[config.mk]
export PLATFORM = sky130hd
export DESIGN_NAME = led_fade_driver
export DESIGN_NICKNAME = d
export VERILOG_FILES = /design/src/rtl/led_fade_driver.sv
export SDC_FILE = /design/constraint.sdc
export NUM_CORES = 1
export LEC_CHECK = 0
export BUFFER_PORTS_ARGS = -buffer_cell sky130_fd_sc_hd__buf_4
export CAP_MARGIN = 20
export CORE_MARGIN = 3
export CORE_UTILIZATION = 25
export DETAILED_ROUTE_END_ITERATION = 7
export HOLD_SLACK_MARGIN = 0.12
export PLACE_DENSITY_LB_ADDON = 0.25
export SLEW_MARGIN = 15
export SYNTH_ARGS = -nofsm -noshare
export SYNTH_HDL_FRONTEND = slang
export SYNTH_SLANG_ARGS = --single-unit
export TNS_END_PERCENT = 5
[constraint.sdc]
create_clock -name clk -period 6.85 [get_ports clk]
set_input_delay 1.37 -clock clk [delete_from_list [all_inputs] [get_ports clk]]
set_output_delay 1.37 -clock clk [all_outputs]
set_load 0.1 [all_outputs]
[src/rtl/led_fade_driver.sv]
// led_fade_driver: accepts an N_LED on/off pattern over valid/ready, ramps each
// channel's 8-bit level toward 0 or 255 every FADE_DIV cycles, and drives 8-bit PWM.
// Optional build macro LED_FADE_GAMMA_EN: squared (gamma) duty instead of linear duty.
module led_fade_driver #(
  parameter int N_LED     = 4,
  parameter int FADE_DIV  = 65536,
  parameter int FADE_STEP = 1
) (
  input  logic             clk,
  input  logic             resetn,
  input  logic [N_LED-1:0] in_pattern,
  input  logic             in_valid,
  output logic             in_ready,
  output logic             busy,
  output logic [N_LED-1:0] led
);

  localparam int             PW           = (FADE_DIV > 2) ? $clog2(FADE_DIV) : 1;
  localparam logic [PW-1:0]  PRESCALE_MAX = PW'(FADE_DIV - 1);
  localparam logic [8:0]     STEP9        = 9'(FADE_STEP);

  typedef enum logic {S_IDLE, S_FADING} state_t;

  state_t           r_state;
  logic [7:0]       r_level [N_LED];
  logic [N_LED-1:0] r_target;
  logic [7:0]       r_pwm_cnt;
  logic [PW-1:0]    r_prescale;
  logic [N_LED-1:0] r_led;

  logic             w_tick;
  logic             w_accept;
  logic [7:0]       w_level_next [N_LED];
  logic [N_LED-1:0] w_at_tgt_next;
  logic [N_LED-1:0] w_mismatch_new;
  logic [7:0]       w_duty [N_LED];

  assign in_ready = (r_state == S_IDLE);
  assign busy     = (r_state == S_FADING);
  assign w_accept = in_valid & in_ready;
  assign w_tick   = (r_prescale == PRESCALE_MAX);
  assign led      = r_led;

  // Next fade level per channel: one step toward 0/255, clamped in 9 bits so it never wraps
  always_comb begin
    for (int i = 0; i < N_LED; i++) begin
      w_level_next[i] = r_level[i];
      if (r_target[i]) begin
        if (({1'b0, r_level[i]} + STEP9) > 9'd255)
          w_level_next[i] = 8'd255;
        else
          w_level_next[i] = r_level[i] + STEP9[7:0];
      end else begin
        if ({1'b0, r_level[i]} < STEP9)
          w_level_next[i] = 8'd0;
        else
          w_level_next[i] = r_level[i] - STEP9[7:0];
      end
      w_at_tgt_next[i]  = (w_level_next[i] == {8{r_target[i]}});
      w_mismatch_new[i] = (r_level[i] != {8{in_pattern[i]}});
    end
  end

  // Duty per channel: linear by default, squared level when gamma is enabled
  always_comb begin
    for (int i = 0; i < N_LED; i++) begin
`ifdef LED_FADE_GAMMA_EN
      w_duty[i] = 8'((16'(r_level[i]) * 16'(r_level[i])) >> 8);
`else
      w_duty[i] = r_level[i];
`endif
    end
  end

  // Free-running PWM phase counter, wraps 255 -> 0
  always_ff @(posedge clk or negedge resetn) begin
    if (!resetn) r_pwm_cnt <= 8'd0;
    else         r_pwm_cnt <= r_pwm_cnt + 8'd1;
  end

  // Fade prescaler; restarted on accept so the first step lands FADE_DIV cycles later
  always_ff @(posedge clk or negedge resetn) begin
    if (!resetn)                 r_prescale <= '0;
    else if (w_accept || w_tick) r_prescale <= '0;
    else                         r_prescale <= r_prescale + PW'(1);
  end

  // Handshake/fade FSM owning target and level state
  always_ff @(posedge clk or negedge resetn) begin
    if (!resetn) begin
      r_state  <= S_IDLE;
      r_target <= '0;
      for (int i = 0; i < N_LED; i++) r_level[i] <= 8'd0;
    end else begin
      case (r_state)
        S_IDLE: begin
          if (w_accept) begin
            r_target <= in_pattern;
            // A pattern that already matches every level is consumed without fading
            if (|w_mismatch_new) r_state <= S_FADING;
          end
        end
        S_FADING: begin
          if (w_tick) begin
            for (int i = 0; i < N_LED; i++) r_level[i] <= w_level_next[i];
            if (&w_at_tgt_next) r_state <= S_IDLE;
          end
        end
        default: r_state <= S_IDLE;
      endcase
    end
  end

  // Registered PWM output; full level forces a constant-on output
  always_ff @(posedge clk or negedge resetn) begin
    if (!resetn) begin
      r_led <= '0;
    end else begin
      for (int i = 0; i < N_LED; i++)
        r_led[i] <= (r_level[i] == 8'hFF) | (r_pwm_cnt < w_duty[i]);
    end
  end

endmodule

## After elaboration in Yosys (flattened, before gate mapping)

Index checks and enable logic that the tools add are counted.

| operators by class | value |
|---|---|
| muxes and demuxes | 18 |
| equal/unequal tests | 13 |
| add/sub/neg operators | 14 |
| $lt $le $gt $ge | 12 |
| bitwise logic cells | 6 |
| reduce and logical (&&, ||, !) cells | 5 |

Operator list:

| operator | number |
|---|---|
| two-way mux 8 bit | 12 |
| adder 8 x 1 -> 8 bit (second input constant) | 5 |
| adder 8 x 1 -> 9 bit (second input constant) | 4 |
| greater-than comparator 9 x 8 -> 1 bit (second input constant) | 4 |
| == test 8 bit | 4 |
| == test 8 bit (second input constant) | 4 |
| less-than comparator 8 x 1 -> 1 bit (second input constant) | 4 |
| less-than comparator 8 bit | 4 |
| inequality test 8 bit | 4 |
| subtractor 8 x 1 -> 8 bit (second input constant) | 4 |
| adder 16 x 1 -> 16 bit (second input constant) | 1 |
| == test 16 bit (second input constant) | 1 |
| two-way mux 16 bit | 1 |
| two-way mux 1 bit | 4 |
| bitwise OR 1 bit | 4 |
| AND reduction 2 bit | 2 |
| AND reduction 4 bit | 1 |
| OR reduction 4 bit | 1 |
| one-hot mux 1 bit (2 select lines) | 1 |
| bitwise AND 1 bit | 1 |
| logical OR 1 bit | 1 |
| inverter 1 bit | 1 |

| storage, ports and cells | value |
|---|---|
| output and inout bits | 6 |
| input bits | 7 |
| register bits after elaboration | 65 |
| word-level logic and storage cells | 77 |

## Longest topological paths before layout

Gate-level depths: netlist of run 1.

| logic depth | value |
|---|---|
| depth after elaboration | 9 |
| depth in mapped cells | 10 |
| depth with buffers taken out | 9 |

## Worst setup path after synthesis of run 1

Ideal clock, no wire load.

| timing path | value |
|---|---|
| kind | reg-to-output |
| start point | register r_state, in the netlist busy |
| end point | output port in_ready |
| data required time | 5.480 ns |
| slack | 3.825 ns |
| path buffers | 0 |
| arrival time | 1.655 ns |
| cell stages (with the launch flop) | 2 |
| path through | dfrtp_1 > inv_1 |

| between the ends | value |
|---|---|
| cells in the longest elaborated chain, start to end | 1 |

Ends and longest elaborated chain:

| what | line | source |
|---|---|---|
| start: declaration | 24 | `state_t r_state;` |
| start signal: assignment | 91 | `r_state <= S_IDLE;` |
| start signal: assignment | 100 | `if (\|w_mismatch_new) r_state <= S_FADING;` |
| start signal: assignment | 106 | `if (&w_at_tgt_next) r_state <= S_IDLE;` |
| inverter 1 bit | -- |  |
| end: declaration | 13 | `output logic in_ready,` |

Every way passes these cells.

## Worst setup path after layout of run 1

| timing path | value |
|---|---|
| start point | register r_level[16] (netlist name) |
| end point | register r_state, in the netlist busy |

| between the ends | value |
|---|---|
| cells in the longest elaborated chain, start to end | 9 |
| elaborated cells between the ends (all ways) | 17 |
| classes of those cells | add/sub: 3; order compare: 2; eq/ne: 2; mux: 8; reduce/logical: 2 |

Ends and longest elaborated chain:

| what | line | source |
|---|---|---|
| start: declaration | 25 | `logic [7:0] r_level [N_LED];` |
| adder 8 x 1 -> 9 bit | 49 | `if (({1'b0, r_level[i]} + STEP9) > 9'd255)` |
| greater-than comparator 9 x 8 -> 1 bit | 49 |  |
| two-way mux 8 bit | 49 |  |
| two-way mux 8 bit | 48 | `if (r_target[i]) begin` |
| == test 8 bit | 59 | `w_at_tgt_next[i] = (w_level_next[i] == {8{r_target[i]}});` |
| AND reduction 4 bit | 106 |  |
| two-way mux 1 bit | 106 |  |
| two-way mux 1 bit | 104 | `if (w_tick) begin` |
| one-hot mux 1 bit (2 select lines) * | 95 | `case (r_state)` |
| end signal: assignment | 100 |  |
| end signal: assignment | 106 |  |
| end signal: assignment | 109 | `default: r_state <= S_IDLE;` |

Mark *: on every way between the ends. The rest lies on a longest branch, timed or not.
A chain may end at the register's enable or synchronous reset.

==> reports/metrics.yaml, run 1 <==
route:
  ant_nets: 0
  vias: 4598
  wirelength_um: 13900
  vias_per_cell: 5.09
  route.detailed.drc: 0
  drt_first_pass_iters: 5
  drt-initial-drc-count: 266
  avgRoutedWirePerCell_um: 15.4
die:
  start_util: 0.258
  core-area_um2: 20500
  ioPinCount: 13
  die_h_um: 152
  rows: 52
  dieArea_um2: 23000
  die_w_um: 152
power_and_ir_drop:
  power.total_mw: 0.991
  peakVddDrop_v: 0.0000973
  p_per_area_nw_per_um2: 170
  p_leak_nw: 2.31
final_layout:
  drive_gt1_frac: 0.0885
  fillers: 2175
  antenna_cells: 0
  fin_cells: 903
  multiInputGateArea_um2: 3300
  fin_area_um2: 5810
  seq_area_um2: 1630
  area_growth_pct: 9.81
  nets: 677
yosys:
  ys_top_cells_by_area: "dfrtp_1 31%, ha_1 9.9%, nor2_1 4.9%"
  syn_inst: 640
  syn_nets: 689
  syn_area_um2: 5300
  async_flop_share: 1.00
  ys_seq_area_frac: 0.307
  avgSynthCellArea_um2: 8.27
  ys_top_cells_by_count: "69 x nor2_1, 65 x dfrtp_1, 48 x o21ai_0"
  synth_edf_count: 0
  yosysTopAreaCell: "dfrtp_1"
  yosysMostFrequentCell: "nor2_1"
  yosys_warnings: 0
  synth_top_area_frac: 0.307
  synth_cell_types: 74
  ys_ff_latch: 65
  synthFlopType: "dfrtp_1"
grt:
  grt_pass1_vias: 4318
  antenna_found_initial: 0
  grt_pass1_wl_um: 23100
  grt_usage: 0.126
  gr-total-overflow: 0
  grt_start_max_net_pins: 66
clocking:
  postCtsResizedCells: 0
  tritoncts: "built"
  numCtsBuffers: 9
  cts_root_buf: "clkbuf_16"
  clkSinkCount: 65
  cts_setup_buffers: 0
  cts_buffer_depth: 2
  ctsHoldBuffers: 0
  cts_htree_levels: 3
  clk_pin_slew_ns: 0.06
  clk_latency_ns: 0.34
place:
  post-place-ws_ns: 3.82
  dp.cells: 887
  io_buffers: 12
  hpwl_um: 9700
  dpl_cell_area_um2: 5530
  routabilityCongestion: 0.837
timing:
  fin_crit_ns: 2.95
  slew_headroom: 0.410
  tns_ns: 0
  rsz0062_at_grt: "no"
  setup_slack_ns: 3.90
  hold_viol: 0
  worst_slew_pin_slew_ns: 0.884
  drv_slew: 0
  finalCritPeriodShare: 0.431
  fmax_mhz: 339
  clock_skew_ns: 0.00927
  finalSetupViolCount: 0
critical_path:
  cp.arrival_ns: 3.16
  critical_path_required_ns: 7.05
  worstPathMaxFanout: 10
  endpoint_kind: "register"
  crit_type: "reg2reg"
  crit_path_start_kind: "register"
run_status:
  outcome: "finished, final reports clean"
min_path:
  min_path_type: "reg2reg"
job:
  max_cap_violations: 0
==> logic make-up after synthesis <==
logic type,synth area share
AND/OR/NAND/NOR,0.207
multiplexers,0.0177
XOR/XNOR,0.0612
buffers and inverters,0.0702
flip-flops,0.307
adder cells (fa/ha/maj),0.103
AO/OA/AOI/OAI,0.234
==> metrics by stage <==
step / hold slack, ns / utilization
2_1_floorplan: 0.455 / -
3_3_place_gp: 0.479 / 0.270
3_5_place_dp: 0.482 / 0.270
4_1_cts: 0.488 / 0.284
5_1_grt: 0.518 / 0.284
6_report: 0.483 / 0.284
==> state kept, by name, summed over array words and instances, names as in the netlist <==
register    flops
led             4
r_pwm_cnt       8
busy            1
r_target        4
r_prescale     16
r_level        32
==> placed cells by master, fill, tap and decap left out, drive strengths merged, types with 3 or more instances in the layout <==
cell	n
o31ai	6
dfrtp	65
or3b	3
nand4	9
buf	14
o41ai	5
mux2i	6
nand3	32
o22ai	4
nand2b	3
a21o	3
nand2	43
a31o	3
and3	12
nor4	9
a211oi	8
nor3	14
xor2	12
o22a	4
a22oi	3
a22o	3
inv	44
ha	42
a41oi	3
o211ai	4
clkbuf	11
a21boi	9
xnor2	25
a31oi	23
or4	4
clkinv	3
nor2	69
mux2	3
o21ai	49
a21oi	46
nor2b	3
==> path summary, 6_finish.rpt <==
| path | depth (start not counted) | slack, ns | startpoint | endpoint |
|---|---|---|---|---|
| max in group asynchronous | 1 | 5.12 | resetn | r_level[21] |
| max reg2reg | 9 | 3.90 | r_level[16] | busy |
| min | 1 | 0.48 | r_prescale[0] | r_prescale[0] |
| max | 9 | 3.90 | r_level[16] | busy |
| min in group asynchronous | 1 | 1.16 | resetn | r_prescale[9] |
| min reg2reg | 1 | 0.48 | r_prescale[0] | r_prescale[0] |
==> power breakdown <==
group | switching, mW | internal (mW) | leakage [nW]
sequential | 0.0459 | 0.416 | 0.856
combinational | 0.0413 | 0.0393 | 1.31
clock | 0.186 | 0.263 | 0.137
total | 0.273 | 0.718 | 2.31
==> critical path, stage by stage, from the launching register on <==
cell and delay, ns:
dfrtp_1 0.49, inv_1 0.15, ha_1 0.25, or3b_2 0.51, nor3_4 0.19, a21o_1 0.29, a31oi_1 0.10, a2111oi_0 0.54
and3_1 0.23, a31oi_1 0.07
==> cell type report <==
type / instances / area share
multi-input combinational: 494 / 0.567
sequential: 65 / 0.280
tap: 270 / 0.0581
clock buffer: 11 / 0.0435
inverter: 44 / 0.0284
timing repair buffer: 14 / 0.0181
clock inverter: 5 / 0.00516
==> metal layers <==
layer | track usage | vias up | share of wire
li1 | - | 2318 | -
met1 | 0.175 | 2156 | 0.48
met4 | 0.0485 | 0 | 0.023
met3 | 0.0187 | 21 | 0.045
met5 | 0 | - | 0
met2 | 0.198 | 103 | 0.46
(Power assumes the default switching activity.)
==> run 2, diff against run 1 <==
clock period = 2.4 ns   (was 6.85 ns; I/O delays follow)
==> run 2 against run 1 <==
Clock-buffer cell count is 1 lower; die area stayed put; critical endpoint is now r_level[13]; critical path depth down 1; first-iteration DRC count grew 18%; cell count increased by 8.3%; wire length increased by 7.2%; largest cell class unchanged; design area up 11%.
==> reports/metrics.yaml, run 2 (synthesis results as in run 1) <==
power_and_ir_drop:
  p_per_area_nw_per_um2: 431  # was 170 nW/um2
  peakVddDrop_v: 0.000218  # was 0.0000973 V
  p_leak_nw: 2.68  # was 2.31 nW
final_layout:
  top_register: "r_level"  # unchanged
  final_common_cell: "buf_4"  # was nor2_1
  top_regs: "r_level: 32 flops, r_prescale: 16 flops, r_pwm_cnt: 8 flops"  # unchanged
  fin_util: 0.314  # was 0.284
  fillers: 2163  # was 2,175
  drive_gt1_frac: 0.191  # was 0.0885
  largest_reg_flops: 32  # unchanged
  seq_area_um2: 1630  # about the same
  nets: 752  # was 677
  final_cell_mix: "84 x buf_4, 69 x nor2_1, 64 x dfrtp_1"  # was 69 x nor2_1, 65 x dfrtp_1, 48 x o21ai_0
  multiInputGateArea_um2: 3320  # was 3300 um2
  area_growth_pct: 21.6  # was 9.81%
  antenna_cells: 0  # unchanged
min_path:
  min_path_type: "in2reg"  # was reg2reg
  hp-start: "in_pattern[0]"  # was r_prescale[0]
place:
  routabilityCongestion: 0.880  # was 0.837
  io_buffers: 12  # unchanged
  hpwl_um: 11300  # was 9700 um
route:
  ant_nets: 0  # unchanged
  route.detailed.drc: 0  # unchanged
  avgRoutedWirePerCell_um: 15.2  # was 15.4 um
  vias_per_cell: 4.99  # was 5.09
  drt-initial-drc-count: 313  # was 266
  wirelength_um: 14900  # was 13,900 um
  drt_first_pass_iters: 5  # unchanged
  vias: 4882  # was 4,598
clocking:
  numCtsBuffers: 9  # unchanged
  clk_pin_slew_ns: 0.06  # about the same
  cts_root_buf: "clkbuf_16"  # unchanged
  cts_buffer_depth: 2  # unchanged
  tritoncts: "built"  # unchanged
  clkSinkCount: 65  # unchanged
  cts_htree_levels: 3  # unchanged
  clk_latency_ns: 0.34  # about the same
timing:
  clock_skew_ns: 0.00557  # was 0.00927 ns
  fin_crit_ns: 2.40  # was 2.95 ns
  drv_slew: 0  # unchanged
  finalCritPeriodShare: 1.00  # was 0.431
  rsz0062_at_grt: "yes"  # was no
  finalSetupViolCount: 0  # unchanged
  fmax_mhz: 417  # was 339 MHz
  slew_headroom: 0.608  # was 0.410
  worst_slew_pin_slew_ns: 0.589  # was 0.884 ns
  hold_viol: 0  # unchanged
  hold_ws_ns: 0.359  # was 0.483 ns
die:
  start_util: 0.258  # unchanged
  die_w_um: 152  # unchanged
  dieArea_um2: 23000  # unchanged
  ioPinCount: 13  # unchanged
  core-area_um2: 20500  # unchanged
  die_h_um: 152  # unchanged
  rows: 52  # unchanged
critical_path:
  crit_start: "r_level[8]"  # was r_level[16]
  max_stage_delay_ns: 0.44  # was 0.54 ns
  crit_type: "reg2reg"  # unchanged
  crit_path_start_kind: "register"  # unchanged
  r2r-start: "r_level[8]"  # was r_level[16]
  cp_slowest_cell: "dfrtp_2"  # was a2111oi_0
  cp_top_family: "compound AO/OA/AOI/OAI gates"  # unchanged
  cp_num_buf_inv: 0  # was 1
  cp.arrival_ns: 2.66  # was 3.16 ns
  endpoint_kind: "register"  # unchanged
  critical_path_required_ns: 2.66  # was 7.05 ns
  cp_cell_sequence: "ha_2, and4_1, xnor2_1, o41ai_2, nand4_1, a32oi_2, o32ai_1, a211oi_2"  # was inv_1, ha_1, or3b_2, nor3_4, a21o_1, a31oi_1, a2111oi_0, and3_1, a31oi_1
  worstPathMaxFanout: 5  # was 10
run_status:
  outcome: "finished, final reports clean"  # unchanged
grt:
  grt.busiest_layer: "met2"  # unchanged
  use_met3: 0.0256  # was 0.0187
  grt_usage: 0.136  # was 0.126
  gr-total-overflow: 0  # unchanged
  grt_pass1_vias: 4745  # was 4,318
  grt_start_max_net_pins: 34  # was 66
  grt_util_met2: 0.220  # was 0.198
  antenna_found_initial: 0  # unchanged
  grt_use_met1: 0.184  # was 0.175
  grt_pass1_wl_um: 24700  # was 23,100 um
job:
  max_cap_violations: 0  # unchanged
## run 2: where the power goes
part	switching (mW)	internal, mW	leakage, nW
Clock	0.519	0.691	0.128
Combinational	0.140	0.126	1.70
Sequential	0.114	1.19	0.854
## run 2: final cells by class
type	instances	area share
Clock buffer	10	0.0356
Clock inverter	6	0.00544
Inverter	44	0.0256
Multi-Input combinational cell	494	0.516
Sequential cell	65	0.253
Tap cell	270	0.0525
Timing Repair Buffer	89	0.112
## run 2: routing by layer
layer	part of all wire	vias to the layer above
met2	0.47	82
met1	0.49	2319
met4	0.018	0
met3	0.026	20
li1	-	2461
met5	0	-
## run 2: path summary, 6_finish.rpt
kind                       slack, ns  depth (start not counted)       endpoint
setup / recovery             0.00004                          8    r_level[13]
hold / removal                  0.36                          3    r_target[0]
setup reg to reg             0.00004                          8    r_level[13]
hold reg to reg                 0.54                          1   r_pwm_cnt[1]
max in group asynchronous       1.22                          3     r_level[8]
min in group asynchronous       0.63                          2  r_prescale[8]
## run 2: worst min-delay path: cells and delay by family
family	cells	cell delay [ns]
AO/OA/AOI/OAI	1	0.06
buffers and inverters	1	0.09
AND/OR/NAND/NOR	1	0.04
## run 2: what timing repair did
item,CTS,global route
setup endpoints to repair,6,8
buffers inserted,0,1
endpoints found under the hold margin,32,0
hold buffers,1,0
gates resized for setup,1,5
pin swaps,1,5
## run 2: metrics by stage
stage,worst slack [ns],std cells,instance area (um2),TNS [ns],power (mW)
2_1_floorplan,0.0159,640,5300,0,1.48
3_3_place_gp,-0.0107,960,6130,-0.0132,1.58
3_5_place_dp,0.00654,960,6130,0,1.58
4_1_cts,-0.00444,977,6410,-0.00865,2.83
5_1_grt,-0.107,978,6440,-0.392,2.94
6_report,0.0000397,978,6440,0,2.78
